$ cat config.mk
export PLATFORM = sky130hd
export DESIGN_NAME = xl320_status_rx_flat
export DESIGN_NICKNAME = d
export VERILOG_FILES = /design/src/rtl/xl320_status_rx_if.sv /design/src/rtl/xl320_status_rx.sv /design/src/flat_wrapper.sv
export SDC_FILE = /design/constraint.sdc
export NUM_CORES = 1
export LEC_CHECK = 0
export ABC_AREA = 1
export CAP_MARGIN = 25
export CELL_PAD_IN_SITES_DETAIL_PLACEMENT = 0
export CELL_PAD_IN_SITES_GLOBAL_PLACEMENT = 1
export CORE_AREA = 2 2 161 163
export DETAILED_ROUTE_END_ITERATION = 8
export DIE_AREA = 0 0 163 165
export PLACE_DENSITY = 0.7
export SETUP_SLACK_MARGIN = 0.1
export SKIP_CTS_REPAIR_TIMING = 1
export SLEW_MARGIN = 15
export SYNTH_ARGS = -nofsm -noshare
export SYNTH_HDL_FRONTEND = slang
export SYNTH_SLANG_ARGS = --single-unit
export TNS_END_PERCENT = 20
$ cat constraint.sdc
create_clock -name clock -period 1.9 [get_ports clock]
set_clock_uncertainty 0.05 [all_clocks]
set_input_delay 0.19 -clock clock [delete_from_list [all_inputs] [get_ports clock]]
set_output_delay 0.19 -clock clock [all_outputs]
set_load 0.1 [all_outputs]
$ cat src/rtl/xl320_status_rx_if.sv
// rtl/xl320_status_rx_if.sv - controller/UART side signals of the XL-320 status packet receiver
// The master side arms the parser and feeds UART bytes; the slave side is the parser itself.
interface xl320_status_rx_if #(
   parameter int MAX_PARAMS = 4
);
   logic                    arm;
   logic [7:0]              expected_id;
   logic                    rx_valid;
   logic [7:0]              rx_byte;
   logic                    busy;
   logic                    done;
   logic [2:0]              result;
   logic [7:0]              rx_id;
   logic [7:0]              rx_error;
   logic [7:0]              param_count;
   logic [8*MAX_PARAMS-1:0] params;

   modport master (
      output arm, expected_id, rx_valid, rx_byte,
      input  busy, done, result, rx_id, rx_error, param_count, params
   );

   modport slave (
      input  arm, expected_id, rx_valid, rx_byte,
      output busy, done, result, rx_id, rx_error, param_count, params
   );
endinterface

$ cat src/rtl/xl320_status_rx.sv
// rtl/xl320_status_rx.sv - Dynamixel 2.0 status packet parser (header hunt, de-stuffing, CRC-16)
// One byte per rx_valid; completion reported by a registered done pulse and result code.
module xl320_status_rx #(
   parameter int MAX_PARAMS     = 4,
   parameter int TIMEOUT_CYCLES = 50000
) (
   input  logic               clock,
   input  logic               reset,
   xl320_status_rx_if.slave   bus
);
   localparam logic [2:0] RES_OK    = 3'd0;
   localparam logic [2:0] RES_CRC   = 3'd1;
   localparam logic [2:0] RES_TMO   = 3'd2;
   localparam logic [2:0] RES_ID    = 3'd3;
   localparam logic [2:0] RES_INSTR = 3'd4;
   localparam logic [2:0] RES_LEN   = 3'd5;
   localparam int             CW       = $clog2(TIMEOUT_CYCLES + 1);
   localparam logic [CW-1:0]  TMO_LOAD = CW'(TIMEOUT_CYCLES - 1);
   localparam int             PW       = 8 * MAX_PARAMS;

   typedef enum logic [3:0] {
      S_IDLE, S_H1, S_H2, S_H3, S_H4, S_ID, S_LEN_L, S_LEN_H,
      S_INSTR, S_ERR, S_PARAM, S_CRC_L, S_CRC_H
   } state_t;

   state_t          state_q, state_d;
   logic [15:0]     crc_q, crc_d;
   logic [15:0]     len_q, len_d;
   logic [7:0]      crc_lo_q, crc_lo_d;
   logic [7:0]      instr_q, instr_d;
   logic [7:0]      exp_id_q, exp_id_d;
   logic [7:0]      id_q, id_d;
   logic [7:0]      err_q, err_d;
   logic [7:0]      pcnt_q, pcnt_d;
   logic [23:0]     hist_q, hist_d;
   logic            ovf_q, ovf_d;
   logic            busy_q, busy_d;
   logic            done_q, done_d;
   logic [2:0]      result_q, result_d;
   logic [PW-1:0]   params_q, params_d;
   logic [CW-1:0]   tmo_q, tmo_d;

   logic [15:0]     crc_b;
   logic [15:0]     crc_ff;
   logic [15:0]     len_full;
   logic            finish;
   logic [2:0]      finish_code;

   function automatic logic [15:0] crc_upd(input logic [15:0] c, input logic [7:0] b);
      logic [15:0] r;
      r = c ^ {b, 8'h00};
      for (int i = 0; i < 8; i++) begin
         r = r[15] ? ((r << 1) ^ 16'h8005) : (r << 1);
      end
      return r;
   endfunction

   assign crc_b    = crc_upd(crc_q, bus.rx_byte);
   assign crc_ff   = crc_upd(16'h0000, 8'hFF);
   assign len_full = {bus.rx_byte, len_q[7:0]};

   always_comb begin
      state_d     = state_q;
      crc_d       = crc_q;
      len_d       = len_q;
      crc_lo_d    = crc_lo_q;
      instr_d     = instr_q;
      exp_id_d    = exp_id_q;
      id_d        = id_q;
      err_d       = err_q;
      pcnt_d      = pcnt_q;
      hist_d      = hist_q;
      ovf_d       = ovf_q;
      busy_d      = busy_q;
      done_d      = 1'b0;
      result_d    = result_q;
      params_d    = params_q;
      tmo_d       = tmo_q;
      finish      = 1'b0;
      finish_code = RES_OK;

      if (bus.arm) begin
         state_d  = S_H1;
         busy_d   = 1'b1;
         tmo_d    = TMO_LOAD;
         exp_id_d = bus.expected_id;
         crc_d    = 16'h0000;
         id_d     = 8'h00;
         err_d    = 8'h00;
         pcnt_d   = 8'h00;
         params_d = '0;
         ovf_d    = 1'b0;
         hist_d   = 24'h000000;
      end else if (busy_q && bus.rx_valid) begin
         tmo_d = TMO_LOAD;
         unique case (state_q)
            // The hunt is a pattern matcher for FF FF FD 00; the CRC always equals
            // the CRC of the header prefix currently matched, so restarts stay exact.
            S_H1: begin
               if (bus.rx_byte == 8'hFF) begin
                  state_d = S_H2;
                  crc_d   = crc_ff;
               end else begin
                  crc_d = 16'h0000;
               end
            end
            S_H2: begin
               if (bus.rx_byte == 8'hFF) begin
                  state_d = S_H3;
                  crc_d   = crc_b;
               end else begin
                  state_d = S_H1;
                  crc_d   = 16'h0000;
               end
            end
            S_H3: begin
               if (bus.rx_byte == 8'hFD) begin
                  state_d = S_H4;
                  crc_d   = crc_b;
               end else if (bus.rx_byte != 8'hFF) begin
                  state_d = S_H1;
                  crc_d   = 16'h0000;
               end
            end
            S_H4: begin
               if (bus.rx_byte == 8'h00) begin
                  state_d = S_ID;
                  crc_d   = crc_b;
               end else if (bus.rx_byte == 8'hFF) begin
                  state_d = S_H2;
                  crc_d   = crc_ff;
               end else begin
                  state_d = S_H1;
                  crc_d   = 16'h0000;
               end
            end
            S_ID: begin
               id_d    = bus.rx_byte;
               crc_d   = crc_b;
               hist_d  = {hist_q[15:0], bus.rx_byte};
               state_d = S_LEN_L;
            end
            S_LEN_L: begin
               len_d   = {8'h00, bus.rx_byte};
               crc_d   = crc_b;
               hist_d  = {hist_q[15:0], bus.rx_byte};
               state_d = S_LEN_H;
            end
            S_LEN_H: begin
               crc_d  = crc_b;
               hist_d = {hist_q[15:0], bus.rx_byte};
               if (len_full < 16'd4) begin
                  finish      = 1'b1;
                  finish_code = RES_LEN;
               end else begin
                  len_d   = len_full;
                  state_d = S_INSTR;
               end
            end
            S_INSTR: begin
               instr_d = bus.rx_byte;
               len_d   = len_q - 16'd1;
               crc_d   = crc_b;
               hist_d  = {hist_q[15:0], bus.rx_byte};
               state_d = S_ERR;
            end
            S_ERR: begin
               err_d   = bus.rx_byte;
               len_d   = len_q - 16'd1;
               crc_d   = crc_b;
               hist_d  = {hist_q[15:0], bus.rx_byte};
               state_d = (len_q == 16'd3) ? S_CRC_L : S_PARAM;
            end
            S_PARAM: begin
               len_d  = len_q - 16'd1;
               crc_d  = crc_b;
               hist_d = {hist_q[15:0], bus.rx_byte};
               // len_q counts what is still to come including this byte and both CRC bytes
               if (!(hist_q == 24'hFFFFFD && bus.rx_byte == 8'hFD)) begin
                  if ({24'd0, pcnt_q} < 32'(MAX_PARAMS)) begin
                     for (int k = 0; k < MAX_PARAMS; k++) begin
                        if (pcnt_q == 8'(k)) params_d[8*k +: 8] = bus.rx_byte;
                     end
                  end else begin
                     ovf_d = 1'b1;
                  end
                  if (pcnt_q != 8'hFF) pcnt_d = pcnt_q + 8'd1;
               end
               if (len_q == 16'd3) state_d = S_CRC_L;
            end
            S_CRC_L: begin
               crc_lo_d = bus.rx_byte;
               state_d  = S_CRC_H;
            end
            S_CRC_H: begin
               finish = 1'b1;
               if ({bus.rx_byte, crc_lo_q} != crc_q) finish_code = RES_CRC;
               else if (id_q != exp_id_q)           finish_code = RES_ID;
               else if (instr_q != 8'h55)           finish_code = RES_INSTR;
               else if (ovf_q)                      finish_code = RES_LEN;
               else                                 finish_code = RES_OK;
            end
            default: begin
               state_d = state_q;
            end
         endcase
      end else if (busy_q) begin
         if (tmo_q == '0) begin
            finish      = 1'b1;
            finish_code = RES_TMO;
         end else begin
            tmo_d = tmo_q - 1'b1;
         end
      end

      if (finish) begin
         done_d   = 1'b1;
         busy_d   = 1'b0;
         state_d  = S_IDLE;
         result_d = finish_code;
      end
   end

   always_ff @(posedge clock or negedge reset) begin
      if (!reset) begin
         state_q  <= S_IDLE;
         crc_q    <= 16'h0000;
         len_q    <= 16'h0000;
         crc_lo_q <= 8'h00;
         instr_q  <= 8'h00;
         exp_id_q <= 8'h00;
         id_q     <= 8'h00;
         err_q    <= 8'h00;
         pcnt_q   <= 8'h00;
         hist_q   <= 24'h000000;
         ovf_q    <= 1'b0;
         busy_q   <= 1'b0;
         done_q   <= 1'b0;
         result_q <= 3'd0;
         params_q <= '0;
         tmo_q    <= '0;
      end else begin
         state_q  <= state_d;
         crc_q    <= crc_d;
         len_q    <= len_d;
         crc_lo_q <= crc_lo_d;
         instr_q  <= instr_d;
         exp_id_q <= exp_id_d;
         id_q     <= id_d;
         err_q    <= err_d;
         pcnt_q   <= pcnt_d;
         hist_q   <= hist_d;
         ovf_q    <= ovf_d;
         busy_q   <= busy_d;
         done_q   <= done_d;
         result_q <= result_d;
         params_q <= params_d;
         tmo_q    <= tmo_d;
      end
   end

   assign bus.busy        = busy_q;
   assign bus.done        = done_q;
   assign bus.result      = result_q;
   assign bus.rx_id       = id_q;
   assign bus.rx_error    = err_q;
   assign bus.param_count = pcnt_q;
   assign bus.params      = params_q;
endmodule

$ cat src/flat_wrapper.sv
// flat-port wrapper written by rule: the top's interface ports become plain ports
module xl320_status_rx_flat 
#(
   parameter int MAX_PARAMS     = 4,
   parameter int TIMEOUT_CYCLES = 50000
)
  (clock, reset, bus_arm, bus_expected_id, bus_rx_valid, bus_rx_byte, bus_busy, bus_done, bus_result, bus_rx_id, bus_rx_error, bus_param_count, bus_params);
  xl320_status_rx_if #(.MAX_PARAMS(MAX_PARAMS)) bus_i ();
  input  logic clock;
  input  logic reset;
  input wire logic [$bits(bus_i.arm)-1:0] bus_arm;
  input wire logic [$bits(bus_i.expected_id)-1:0] bus_expected_id;
  input wire logic [$bits(bus_i.rx_valid)-1:0] bus_rx_valid;
  input wire logic [$bits(bus_i.rx_byte)-1:0] bus_rx_byte;
  output wire logic [$bits(bus_i.busy)-1:0] bus_busy;
  output wire logic [$bits(bus_i.done)-1:0] bus_done;
  output wire logic [$bits(bus_i.result)-1:0] bus_result;
  output wire logic [$bits(bus_i.rx_id)-1:0] bus_rx_id;
  output wire logic [$bits(bus_i.rx_error)-1:0] bus_rx_error;
  output wire logic [$bits(bus_i.param_count)-1:0] bus_param_count;
  output wire logic [$bits(bus_i.params)-1:0] bus_params;
  assign bus_i.arm = bus_arm;
  assign bus_i.expected_id = bus_expected_id;
  assign bus_i.rx_valid = bus_rx_valid;
  assign bus_i.rx_byte = bus_rx_byte;
  assign bus_busy = bus_i.busy;
  assign bus_done = bus_i.done;
  assign bus_result = bus_i.result;
  assign bus_rx_id = bus_i.rx_id;
  assign bus_rx_error = bus_i.rx_error;
  assign bus_param_count = bus_i.param_count;
  assign bus_params = bus_i.params;
  xl320_status_rx #(.MAX_PARAMS(MAX_PARAMS), .TIMEOUT_CYCLES(TIMEOUT_CYCLES)) u_core (.clock(clock), .reset(reset), .bus(bus_i));
endmodule
After elaboration in Yosys (flattened, before gate mapping)
Index checks and enable logic that the tools add are counted.
Cells by class
  magnitude comparators: 2
  mux-type cells: 82
  equal/unequal tests: 33
  add/sub/neg operators: 3
  bitwise operators: 11
  reductions and logical operators: 41
Operator list (number)
  $mux 16: 19
  $mux 32: 5
  $mux 8: 15
  $pmux 16 s5: 1
  $mux 24: 3
  $pmux 16 s3: 1
  $pmux 4 s11: 1
  $mux 4: 9
  $sub 16x1->16 const B: 2
  $reduce_bool 2->1: 13
  $eq 24x24->1 const B: 1
  $mux 3: 8
  $not 3->3: 8
  $eq 4x4->1 const B: 5
  $reduce_and 5->1: 4
  $eq 16x2->1 const B: 1
  $eq 4x3->1 const B: 4
  $eq 8x2->1 const B: 2
  $eq 8x8->1 const B: 2
  $logic_not 16->1: 1
  $logic_not 8->1: 2
  $lt 16x3->1 const B: 1
  $ne 16x16->1: 1
  $ne 8x8->1 const B: 2
  other kinds (29): 61
Word-level totals
  register bits: 162
  bits of input ports: 20

Depth between registers and ports, before layout
Gate-level depths: netlist (run 1).
  depth in word-level cells: 21
  depth in mapped cells: 14

Worst setup path before layout (run 1)
No wires, ideal clock.
  kind: register to register
  start: register u_core.pcnt_q[1] (netlist: u_core.bus.param_count[1])
  end: register u_core.pcnt_q[2] (netlist: u_core.bus.param_count[2])
  slack: -0.515 ns
  stages on the path, launching flop included: 9
  library setup time: 0.083 ns
  path buffers: 1
  arrival time: 2.282 ns
  data required time: 1.767 ns
  cells stage by stage: dfrtp_1 > ha_1 > nand3_1 > nor3_1 > nand4_1 > nand4_1 > buf_2 > nand2_1 > o21ai_0
On the way
  longest elaborated chain between the ends: 6
  elaborated cells on any way between the ends: 9
  those cells by class: add/sub: 1; eq/ne: 1; mux: 5; reduce/logical: 2
RTL lines
  from (decl): RTL line xl320_status_rx.sv:34  | logic [7:0] pcnt_q, pcnt_d;
  from (signal assigned): RTL line xl320_status_rx.sv:251  | pcnt_q <= pcnt_d;
  $add 8x1->8: RTL line xl320_status_rx.sv:187  | if (pcnt_q != 8'hFF) pcnt_d = pcnt_q + 8'd1;
  $mux 8: RTL line xl320_status_rx.sv:187
  $mux 8: RTL line xl320_status_rx.sv:179  | if (!(hist_q == 24'hFFFFFD && bus.rx_byte == 8'hFD)) begin
  $mux 8: RTL line xl320_status_rx.sv:96  | unique case (state_q)
  $mux 8: RTL line xl320_status_rx.sv:94  | end else if (busy_q && bus.rx_valid) begin
  $mux 8: RTL line xl320_status_rx.sv:82  | if (bus.arm) begin
Several ways; a longest one is shown, not always the timed one. The select of a mux whose other input is x is not followed.
A chain may end at the register's enable or synchronous reset.

Worst setup path in the final report (run 1)
  start: register u_core.crc_q[15]
  end: register u_core.result_q[0] (netlist: u_core.bus.result[0])
On the way
  longest elaborated chain between the ends: 5
RTL lines
  from (decl): RTL line xl320_status_rx.sv:27  | logic [15:0] crc_q, crc_d;
  from (signal assigned): RTL line xl320_status_rx.sv:244  | crc_q <= crc_d;
  $ne 16x16->1: RTL line xl320_status_rx.sv:197  | if ({bus.rx_byte, crc_lo_q} != crc_q) finish_code = RES_CRC;
  $mux 3: RTL line xl320_status_rx.sv:197
  $pmux 3 s2: RTL line xl320_status_rx.sv:96
  $mux 3: RTL line xl320_status_rx.sv:94
  $mux 3: RTL line xl320_status_rx.sv:82
  to (signal assigned): RTL line xl320_status_rx.sv:256  | result_q <= result_d;
  to (decl): RTL line xl320_status_rx.sv:39  | logic [2:0] result_q, result_d;
No other way between the ends.

==> results by group, run 1 <==
Critical path
  • Required time of the critical path: 2.18 ns
  • Reg-to-reg endpoint: u_core.bus.result[0]
  • Nature of the critical path startpoint: register
  • CP max stage delay: 0.43 ns
  • Crit path max-delay cell type: dfrtp_1
  • Beginning of the worst register-to-register path: u_core.crc_q[15]
  • Most used cell, CP: nand2_1
  • Crit Path Max Fanout: 2
  • Worst reg2reg path depth: 9
  • WS Path Type: register to register
  • Flop-to-flop setup slack: 0.03 ns
  • Crit path DAT: 2.16 ns
  • Setup crit end kind: register
  • Crit-path cells: xnor2_2 > ha_4 > nand4_1 > nor3_2 > nand4_1 > o21ai_1 > nand2_1 > nand2_1 > nand2_1

Route
  • Antenna viol nets, final: 0
  • DR DRC count: 0
  • WL per Instance: 15.20 um
  • Number of DRC markers in iteration 0: 527
  • WL final: 24,900 um
  • Via/cell ratio: 4.805
  • Via count: 7,871
  • First-pass iteration count of the detailed router: 5

Die
  • Rows: 58
  • Die Width: 163 um
  • Core Area: 0.02504 mm^2
  • Initial Util: 33.71%
  • Top-level I/O count: 81
  • Die ar.: 0.02690 mm^2
  • Die Span Y: 165 um

Logic synthesis
  • EDFF count, synth: 0
  • Library cells used by synthesis: 43
  • Ys Warns: 0
  • Main synth FF type: dfrtp_1
  • Syn Nets: 1,094
  • Yosys reg bits: 162
  • Gate count of the mapped netlist: 1,062
  • Post-Syn Area: 0.008439 mm^2
  • Post-synthesis sequential area ratio: 48.04%
  • Synth async-reset ratio: 100.0%
  • Avg Cell Area, Syn: 7.947 um^2

Global route
  • GRT overflow: 0
  • Initial antenna violation count: 0
  • Largest net degree at the start of global routing: 50
  • GRT Util Overall: 19.03%
  • Vias in the first global route: 7,619
  • First-pass GRT wire length: 39,910 um

STA
  • Worst-Margin Slew: 0.5366 ns
  • RSZ-0062 raised after global routing: yes
  • Setup tns final: 0 ns
  • Setup WS post-layout: 0.02759 ns
  • Endpoints failing hold: 0
  • Fmax: 534.1 MHz
  • Slew headroom: 64.23%
  • Final min period: 1.872 ns
  • Max Slew Vio Count: 0
  • Endpoints failing setup: 0
  • Final cycle utilization of the critical path: 98.55%

Final layout
  • Layout cells sized above 1: 30.43%
  • Fin area: 0.01192 mm^2
  • Commonest non-fill, non-tap cell in the layout: nand2_1
  • Commonest cells after routing, fill and taps aside: 258 x nand2_1, 202 x buf_4, 141 x dfrtp_1
  • Nets: 1,327
  • Area grow syn2layout: 41.23%
  • Ant. Diodes: 0
  • Fill count: 2,468

Placement
  • Number of port buffers: 80
  • Placed cell areas: 0.01076 mm^2
  • Pre-CTS setup slack: -0.4713 ns
  • Routability cong.: 0.9144
  • Dpl hpwl: 18,760 um

Run status
  • Status: completed

Power and ir drop
  • Cell Pwr Density: 867.8 mW/mm^2
  • Leakage: 5.721 nW
  • Power Total: 0.01034 W
  • VDD IR-drop max: 0.5399 mV

Clock network
  • Total CTS buffers: 17
  • Reg clk slew, reported paths: 0.08 ns
  • Clk root buf: clkbuf_16
  • H-tree levels: 4
  • Clock Tree Buf Depth: 2
  • CTS tree: built
  • CTS sink count: 162
  • Clk_lat worst skew: 0.44 ns

Job
  • MaxCap Viol Count: 0

Min path
  • HP Class: input pin to async pin
[logic make-up (layout without fill, tap and decap cells)]
group / count (synthesis) / count (layout) / synth area share [%]
simple gates: 512 / 513 / 27.34
compound gates: 200 / 200 / 12.63
flops: 162 / 162 / 48.04
buf+inv: 143 / 388 / 6.790
xor+xnor: 33 / 33 / 3.425
fa+ha+maj: 12 / 12 / 1.779
[through the flow]
| step | hold WS, ns | util [%] | std cells |
|---|---|---|---|
| CTS | -0.3429 | 45.42 | 1624 |
| floorplan | -0.1556 | - | 1062 |
| finish | 0.2085 | 47.61 | 1638 |
| global route | 0.2401 | 47.61 | 1638 |
| detailed placement | 0.1377 | 42.96 | 1592 |
| global placement | 0.1310 | 42.96 | 1592 |
[routing by layer]
layer / up-vias / track usage (%) / wire length (um)
li1: 3956 / - / -
met1: 3733 / 26.70 / 11730
met2: 150 / 30.86 / 11780
met3: 32 / 2.461 / 945
met4: 0 / 5.511 / 446
met5: - / 0 / 0
[sequential cells by signal, indices dropped and copies added (netlist names)]
signal                  flops
u_core.bus.result           3
u_core.bus.busy             1
u_core.hist_q              24
u_core.crc_q               16
u_core.state_q              4
u_core.bus.rx_error         8
u_core.bus.param_count      8
u_core.bus.params          32
u_core.tmo_q               16
u_core.len_q               16
u_core.exp_id_q             8
u_core.ovf_q                1
u_core.bus.rx_id            8
u_core.instr_q              8
u_core.bus.done             1
u_core.crc_lo_q             8
[how the worst max path moves through the flow]
stage,startpoint,endpoint,slack [ns],cells past startpoint
global placement,bus_rx_byte[7],u_core.bus.result[2],-0.34,11
detailed placement,bus_rx_byte[7],u_core.bus.result[0],-0.47,10
global route,u_core.crc_q[8],u_core.bus.result[0],-0.08,10
floorplan,u_core.bus.param_count[7],u_core.bus.params[5],0.02,8
CTS,u_core.crc_q[15],u_core.bus.result[0],-0.12,9
finish,u_core.crc_q[15],u_core.bus.result[0],0.03,9
[critical path, delay by kind of cell, from the launching register on]
family / cells / cell delay (ns)
compound gates: 1 / 0.19
xor+xnor: 1 / 0.22
fa+ha+maj: 1 / 0.17
flops: 1 / 0.43
simple gates: 6 / 0.73
[cell type report]
class	count	area, um^2	share of cell area (%)
clock inverter	15	188.9	1.585
timing repair buffer	244	2131	17.88
clock buffer	17	425.4	3.569
sequential	162	4093	34.34
inverter	112	439.2	3.685
multi-input combinational	758	4229	35.48
tap	330	412.9	3.464
[power breakdown]
group / switching, W / internal [W]
clock: 0.00173 / 0.00179
sequential: 0.000222 / 0.00365
combinational: 0.00204 / 0.000909
[synthesized netlist by cell type, types with 5 or more instances]
| cell | count | area [um^2] |
|---|---|---|
| xnor2_1 | 6 | 52.55 |
| o22ai_1 | 21 | 131.4 |
| inv_2 | 8 | 30.03 |
| dfrtp_1 | 162 | 4054 |
| nand4_1 | 24 | 150.1 |
| o21ai_0 | 134 | 670.6 |
| nor2_1 | 84 | 315.3 |
| nor3_1 | 31 | 155.2 |
| nand3_1 | 58 | 290.3 |
| nor2_4 | 5 | 56.30 |
| nand2_1 | 278 | 1044 |
| nand2_2 | 6 | 37.54 |
| ha_1 | 12 | 150.1 |
| inv_1 | 101 | 379.1 |
| nor2_2 | 5 | 31.28 |
| a21oi_1 | 27 | 135.1 |
| xor2_1 | 27 | 236.5 |
| clkbuf_1 | 11 | 41.29 |
| buf_2 | 15 | 75.07 |
Power figures use the tool's default switching activity.
==> inputs of run 2 (changes only) <==
--- a/config.mk
+++ b/config.mk
@@ -9,4 +9,2 @@
 export CAP_MARGIN = 25
-export CELL_PAD_IN_SITES_DETAIL_PLACEMENT = 0
-export CELL_PAD_IN_SITES_GLOBAL_PLACEMENT = 1
 export CORE_AREA = 2 2 161 163
@@ -14,3 +12,3 @@
 export DIE_AREA = 0 0 163 165
-export PLACE_DENSITY = 0.7
+export PLACE_DENSITY = 0.57
 export SETUP_SLACK_MARGIN = 0.1
--- a/constraint.sdc
+++ b/constraint.sdc
@@ -4,2 +4,2 @@
 set_output_delay 0.19 -clock clock [all_outputs]
-set_load 0.1 [all_outputs]
+set_load 0.05 [all_outputs]
==> run 2 against run 1 <==
Utilization grew 0.53 points. The flow now finishes with violations (setup timing). Largest power group unchanged. Critical endpoint is now bus_rx_id[4]. First-iteration DRC count grew 4.0%. Maximum frequency shrank 2.3%. Hold slack lost 0.030 ns. Cell count shrank 1.4%.
==> results by group, run 2 (synthesized netlist as in run 1, its figures left out) <==
Run status
  • Status: finished, violations left
  • Violated checks: setup timing

STA
  • Setup WS post-layout: -0.01654 ns (-0.04413 ns)
  • Worst-Margin Slew: 0.5206 ns (-0.01594 ns)
  • Endpoints failing setup: 5 (+5)
  • Slew headroom: 65.18% (+0.95 points)
  • Max Slew Vio Count: 0 (unchanged)
  • Final cycle utilization of the critical path: 100.9% (+2.3 points)
  • Fmax: 521.8 MHz (-2.3%)
  • Endpoints failing hold: 0 (unchanged)
  • RSZ-0062 raised after global routing: yes
  • Final min period: 1.917 ns (+0.04413 ns)

Critical path
  • WS Path Type: register to primary output
  • Setup crit end kind: primary output
  • Nature of the critical path startpoint: register
  • Crit path max-delay cell type: clkdlybuf4s50_1
  • Crit path DAT: 1.68 ns (-0.48 ns)
  • Required time of the critical path: 1.66 ns (-0.52 ns)
  • Crit Path Max Fanout: 3 (+1)
  • Crit-path cells: clkdlybuf4s50_1
  • Buf/Inv on CP: 1 (+1)
  • CP max stage delay: 0.82 ns (+0.39 ns)
  • Crit-path leading delay family: buffers and inverters

Route
  • Detailed route wirelength on metal2: 11,790 um (about the same)
  • Top Metal Used: met4
  • WL per Instance: 15.46 um (+1.7%)
  • Met3 wire length: 988 um (+4.6%)
  • Via/cell ratio: 4.889 (+1.7%)
  • WL final: 24,960 um (+0.26%)
  • DR DRC count: 0 (unchanged)
  • Antenna viol nets, final: 0 (unchanged)
  • First-pass iteration count of the detailed router: 5 (unchanged)
  • Via count: 7,895 (+0.30%)
  • DRT met1 WL: 11,520 um (-1.8%)
  • Number of DRC markers in iteration 0: 548 (+4.0%)

Global route
  • Largest net degree at the start of global routing: 46 (-8.0%)
  • First-pass GRT wire length: 39,620 um (-0.73%)
  • Initial antenna violation count: 0 (unchanged)
  • GRT Util Overall: 18.68% (-0.35 points)
  • GRT overflow: 0 (unchanged)
  • Vias in the first global route: 7,696 (+1.0%)

Placement
  • Pre-CTS setup slack: -0.3343 ns (+0.1370 ns)
  • Number of port buffers: 80 (unchanged)
  • Dpl hpwl: 18,020 um (-3.9%)
  • Placed cell areas: 0.01058 mm^2 (-1.6%)
  • DP Cell Count: 1,563 (-1.8%)
  • Routability cong.: 0.9307 (+1.8%)

Die
  • Core Area: 0.02504 mm^2 (unchanged)
  • Rows: 58 (unchanged)
  • Die ar.: 0.02690 mm^2 (unchanged)
  • Top-level I/O count: 81 (unchanged)
  • Initial Util: 33.71% (unchanged)
  • Die Width: 163 um (unchanged)
  • Die Span Y: 165 um (unchanged)

Min path
  • HP Class: input pin to async pin

Final layout
  • Ant. Diodes: 0 (unchanged)
  • Nets: 1,304 (-1.7%)
  • Commonest non-fill, non-tap cell in the layout: nand2_1
  • Layout cells sized above 1: 25.60% (-4.8 points)
  • Fin area: 0.01205 mm^2 (+1.1%)
  • Area grow syn2layout: 42.82%
  • Max reg flops: 32 (unchanged)
  • Fill count: 2,435 (-1.3%)
  • Commonest cells after routing, fill and taps aside: 248 x nand2_1, 153 x dfrtp_1, 115 x o21ai_0
  • Final non-filler cell total: 1,615 (-1.4%)

Clock network
  • H-tree levels: 4 (unchanged)
  • Clk_lat worst skew: 0.44 ns (about the same)
  • Reg clk slew, reported paths: 0.08 ns (about the same)
  • Total CTS buffers: 17 (unchanged)
  • CTS sink count: 162 (unchanged)
  • CTS tree: built
  • Clock Tree Buf Depth: 2 (unchanged)
  • Clk root buf: clkbuf_16

Job
  • MaxCap Viol Count: 0 (unchanged)

Power and ir drop
  • Cell Pwr Density: 821.2 mW/mm^2 (-5.4%)
  • Leakage: 5.831 nW (+1.9%)
  • VDD IR-drop max: 0.5922 mV (+9.7%)
  • Power Total: 0.009898 W (-4.3%)
[run 2: cell count changes in the layout (fill, tap and decap cells not counted), sizes merged]
cell / delta
buf: -84
clkdlybuf4s50: +53
clkinv: +1
clkinvlp: -2
dlymetal6s2s: +8
inv: +1
[run 2: layer usage]
metal / up-vias / GRT usage (%)
li1: 3910 / -
met3: 44 / 2.913
met2: 180 / 30.20
met1: 3761 / 25.59
met5: - / 0
met4: 0 / 6.396
[run 2: metrics by stage]
step	hold WS (ns)	TNS, ns	utilization, %
floorplan	-0.1556	0	-
global placement	0.09154	-17.86	42.27
detailed placement	0.08984	-19.23	42.27
CTS	-0.3715	-1.220	44.79
global route	0.2160	-2.884	48.14
finish	0.1790	-0.03104	48.14
[run 2: report_power, final]
part           total [W]  internal, W  switching [W]
registers        0.00386      0.00364       0.000218
clock network    0.00358      0.00182        0.00176
logic            0.00246     0.000907        0.00155
[run 2: area by class of cell]
type                       instances  area (um^2)  area share [%]
clock buffer                      17        425.4           3.530
sequential                       162         4065           33.73
multi-input combinational        758         4378           36.32
inverter                         112        444.2           3.685
clock inverter                    15        203.9           1.692
tap                              330        412.9           3.426
timing repair buffer             221         2123           17.62
[run 2: final timing paths]
kind	from	to	slack, ns	cells past startpoint
max	u_core.bus.rx_id[4]	bus_rx_id[4]	-0.02	1
min	reset	u_core.len_q[3]	0.18	2
max reg2reg	u_core.state_q[1]	u_core.crc_q[0]	-0.01	12
min reg2reg	u_core.bus.params[27]	u_core.bus.params[27]	0.44	2
max in group asynchronous	reset	u_core.bus.param_count[6]	1.02	3
min in group clock	bus_expected_id[6]	u_core.exp_id_q[6]	0.25	3
==> inputs of run 3 (changes only) <==
- CORE_AREA: 2 2 161 163 -> 2 2 131 133
- DIE_AREA: 0 0 163 165 -> 0 0 133 135
- PLACE_DENSITY: 0.57 -> 0.8
- clock period: 1.9 -> 1.5 ns (I/O delays scaled with it)
==> run 3 against run 2 <==
The flow still finishes with violations (setup timing). Final area rose by 5.6%. Hold slack got worse by 0.052 ns. Routed wire length rose by 24%. Utilization rose by 29 points. First-iteration DRC count rose by 130%. Via count rose by 20%. Critical endpoint is now u_core.bus.param_count[3].
==> results by group, run 3 (synthesized netlist as in run 1, its figures left out) <==
Route
  • Antenna viol nets, final: 0 (unchanged)
  • WL per Instance: 19.43 um (+26%)
  • DR DRC count: 0 (unchanged)
  • Number of DRC markers in iteration 0: 1,249 (+130%)
  • Via count: 9,454 (+20%)
  • First-pass iteration count of the detailed router: 6 (+1)
  • WL final: 31,020 um (+24%)
  • Via/cell ratio: 5.924 (+21%)

Global route
  • GRT Util Overall: 28.81% (+10 points)
  • First-pass GRT wire length: 41,120 um (+3.8%)
  • Met1 usage: 35.95% (+10 points)
  • Met2 Use GR: 49.14% (+19 points)
  • Vias in the first global route: 8,504 (+10%)
  • Most utilized layer in the global route result: met2
  • Met3 Use GR: 5.781% (+2.9 points)
  • GRT overflow: 0 (unchanged)
  • Initial antenna violation count: 1 (+1)
  • Largest net degree at the start of global routing: 65 (+41%)

Final layout
  • Layout cells sized above 1: 37.31% (+12 points)
  • Max reg flops: 32 (unchanged)
  • Fin area: 0.01273 mm^2 (+5.6%)
  • Commonest cells after routing, fill and taps aside: 250 x buf_4, 239 x nand2_1, 149 x dfrtp_1
  • Area grow syn2layout: 50.81%
  • Commonest non-fill, non-tap cell in the layout: buf_4
  • Nets: 1,394 (+6.9%)

Placement
  • Pre-CTS setup slack: -0.8989 ns (-0.5647 ns)
  • Dpl hpwl: 18,370 um (+2.0%)
  • Placed cell areas: 0.01125 mm^2 (+6.3%)
  • Routability cong.: 0.9363 (+0.60%)
  • Number of port buffers: 80 (unchanged)

Clock network
  • H-tree levels: 4 (unchanged)
  • Total CTS buffers: 17 (unchanged)
  • CTS tree: built
  • CTS sink count: 162 (unchanged)
  • Clk root buf: clkbuf_16
  • Clock Tree Buf Depth: 2 (unchanged)
  • Clk_lat worst skew: 0.45 ns (about the same)
  • Reg clk slew, reported paths: 0.08 ns (about the same)

Critical path
  • Crit Path Max Fanout: 8 (+5)
  • Required time of the critical path: 1.80 ns (+0.14 ns)
  • WS Path Type: register to register
  • Nature of the critical path startpoint: register
  • Setup crit end kind: register
  • Crit path DAT: 2.33 ns (+0.65 ns)

Die
  • Initial Util: 51.44% (+18 points)
  • Die Span Y: 135 um (-18%)
  • Top-level I/O count: 81 (unchanged)
  • Rows: 47 (-19%)
  • Core Area: 0.01641 mm^2 (-34%)
  • Die Width: 133 um (-18%)
  • Die ar.: 0.01796 mm^2 (-33%)

STA
  • Worst-Margin Slew: 0.3766 ns (-0.1441 ns)
  • Max Slew Vio Count: 0 (unchanged)
  • Final cycle utilization of the critical path: 135.4%
  • Setup WS post-layout: -0.5304 ns (-0.5139 ns)
  • Endpoints failing hold: 0 (unchanged)
  • Fmax: 492.5 MHz
  • RSZ-0062 raised after global routing: yes
  • Endpoints failing setup: 137 (+132)
  • Final min period: 2.030 ns
  • Final hold slack: 0.1270 ns (-0.05197 ns)
  • Setup tns final: -43.11 ns (-43.08 ns)
  • Slew headroom: 74.90% (+9.7 points)

Run status
  • Violated checks: setup timing
  • Status: finished, violations left

Min path
  • HP Class: input pin to async pin

Power and ir drop
  • VDD IR-drop max: 0.9343 mV (+58%)
  • Leakage: 6.192 nW (+6.2%)
  • Cell Pwr Density: 1029 mW/mm^2 (+25%)
  • Power Total: 0.01310 W (+32%)

Job
  • MaxCap Viol Count: 0 (unchanged)
run 3: cell count changes in the layout (fill, tap and decap cells not counted), moves of 5 or more:
cell	delta
nand2_1	-9
buf_12	+11
o21ai_0	-45
nand3_2	+11
buf_4	+137
dlymetal6s2s_1	-5
nand3_1	-14
o21ai_1	+43
clkdlybuf4s50_1	-56
nand3_4	+5
nand2_2	+10
run 3: metrics by stage:
step / utilization [%] / cells
2_1_floorplan: - / 1062
3_3_place_gp: 68.59 / 1545
3_5_place_dp: 68.59 / 1545
4_1_cts: 72.10 / 1577
5_1_grt: 77.57 / 1596
6_report: 77.57 / 1596
run 3: final timing paths:
kind | start | to | depth (start not counted) | slack, ns
worst max-delay path | u_core.state_q[0] | u_core.bus.param_count[3] | 9 | -0.53
worst min-delay path | reset | u_core.bus.params[1] | 2 | 0.13
worst max register to register | u_core.state_q[0] | u_core.bus.param_count[3] | 9 | -0.53
worst min register to register | u_core.instr_q[7] | u_core.instr_q[7] | 2 | 0.45
max in group asynchronous | reset | u_core.crc_lo_q[4] | 3 | 0.62
min in group clock | bus_expected_id[6] | u_core.exp_id_q[6] | 3 | 0.21
run 3: power breakdown:
part / leakage (nW) / switching [W] / internal (W)
clock: 0.282 / 0.00209 / 0.00225
combinational: 3.83 / 0.00236 / 0.00147
sequential: 2.08 / 0.000306 / 0.00462
total: 6.19 / 0.00476 / 0.00834
run 3: layout make-up:
type	count	area (um^2)
diodes	1	2.502
clock buffers	18	439.2
clock inverters	14	137.6
fillers	920	3680
inverters	112	450.4
multi-input cells	760	4596
flip-flops and latches	162	4070
well taps	220	275.3
repair buffers	309	2756
run 3: worst max-delay path, stage by stage (launching register included):
cell and delay (ns):
dfrtp_2 0.48, inv_4 0.12, nand2_4 0.09, buf_6 0.13
clkinvlp_4 0.09, nand2_1 0.09, nand2_1 0.12, nand4_1 0.28
buf_4 0.28, o21ai_0 0.20
run 3: layer usage:
layer	vias to the layer above	wire length [um]	share of wire [%]
li1	4118	-	-
met1	4479	11010	35
met2	668	15320	49
met3	189	2895	9.3
met4	0	1791	5.8
met5	-	0	0
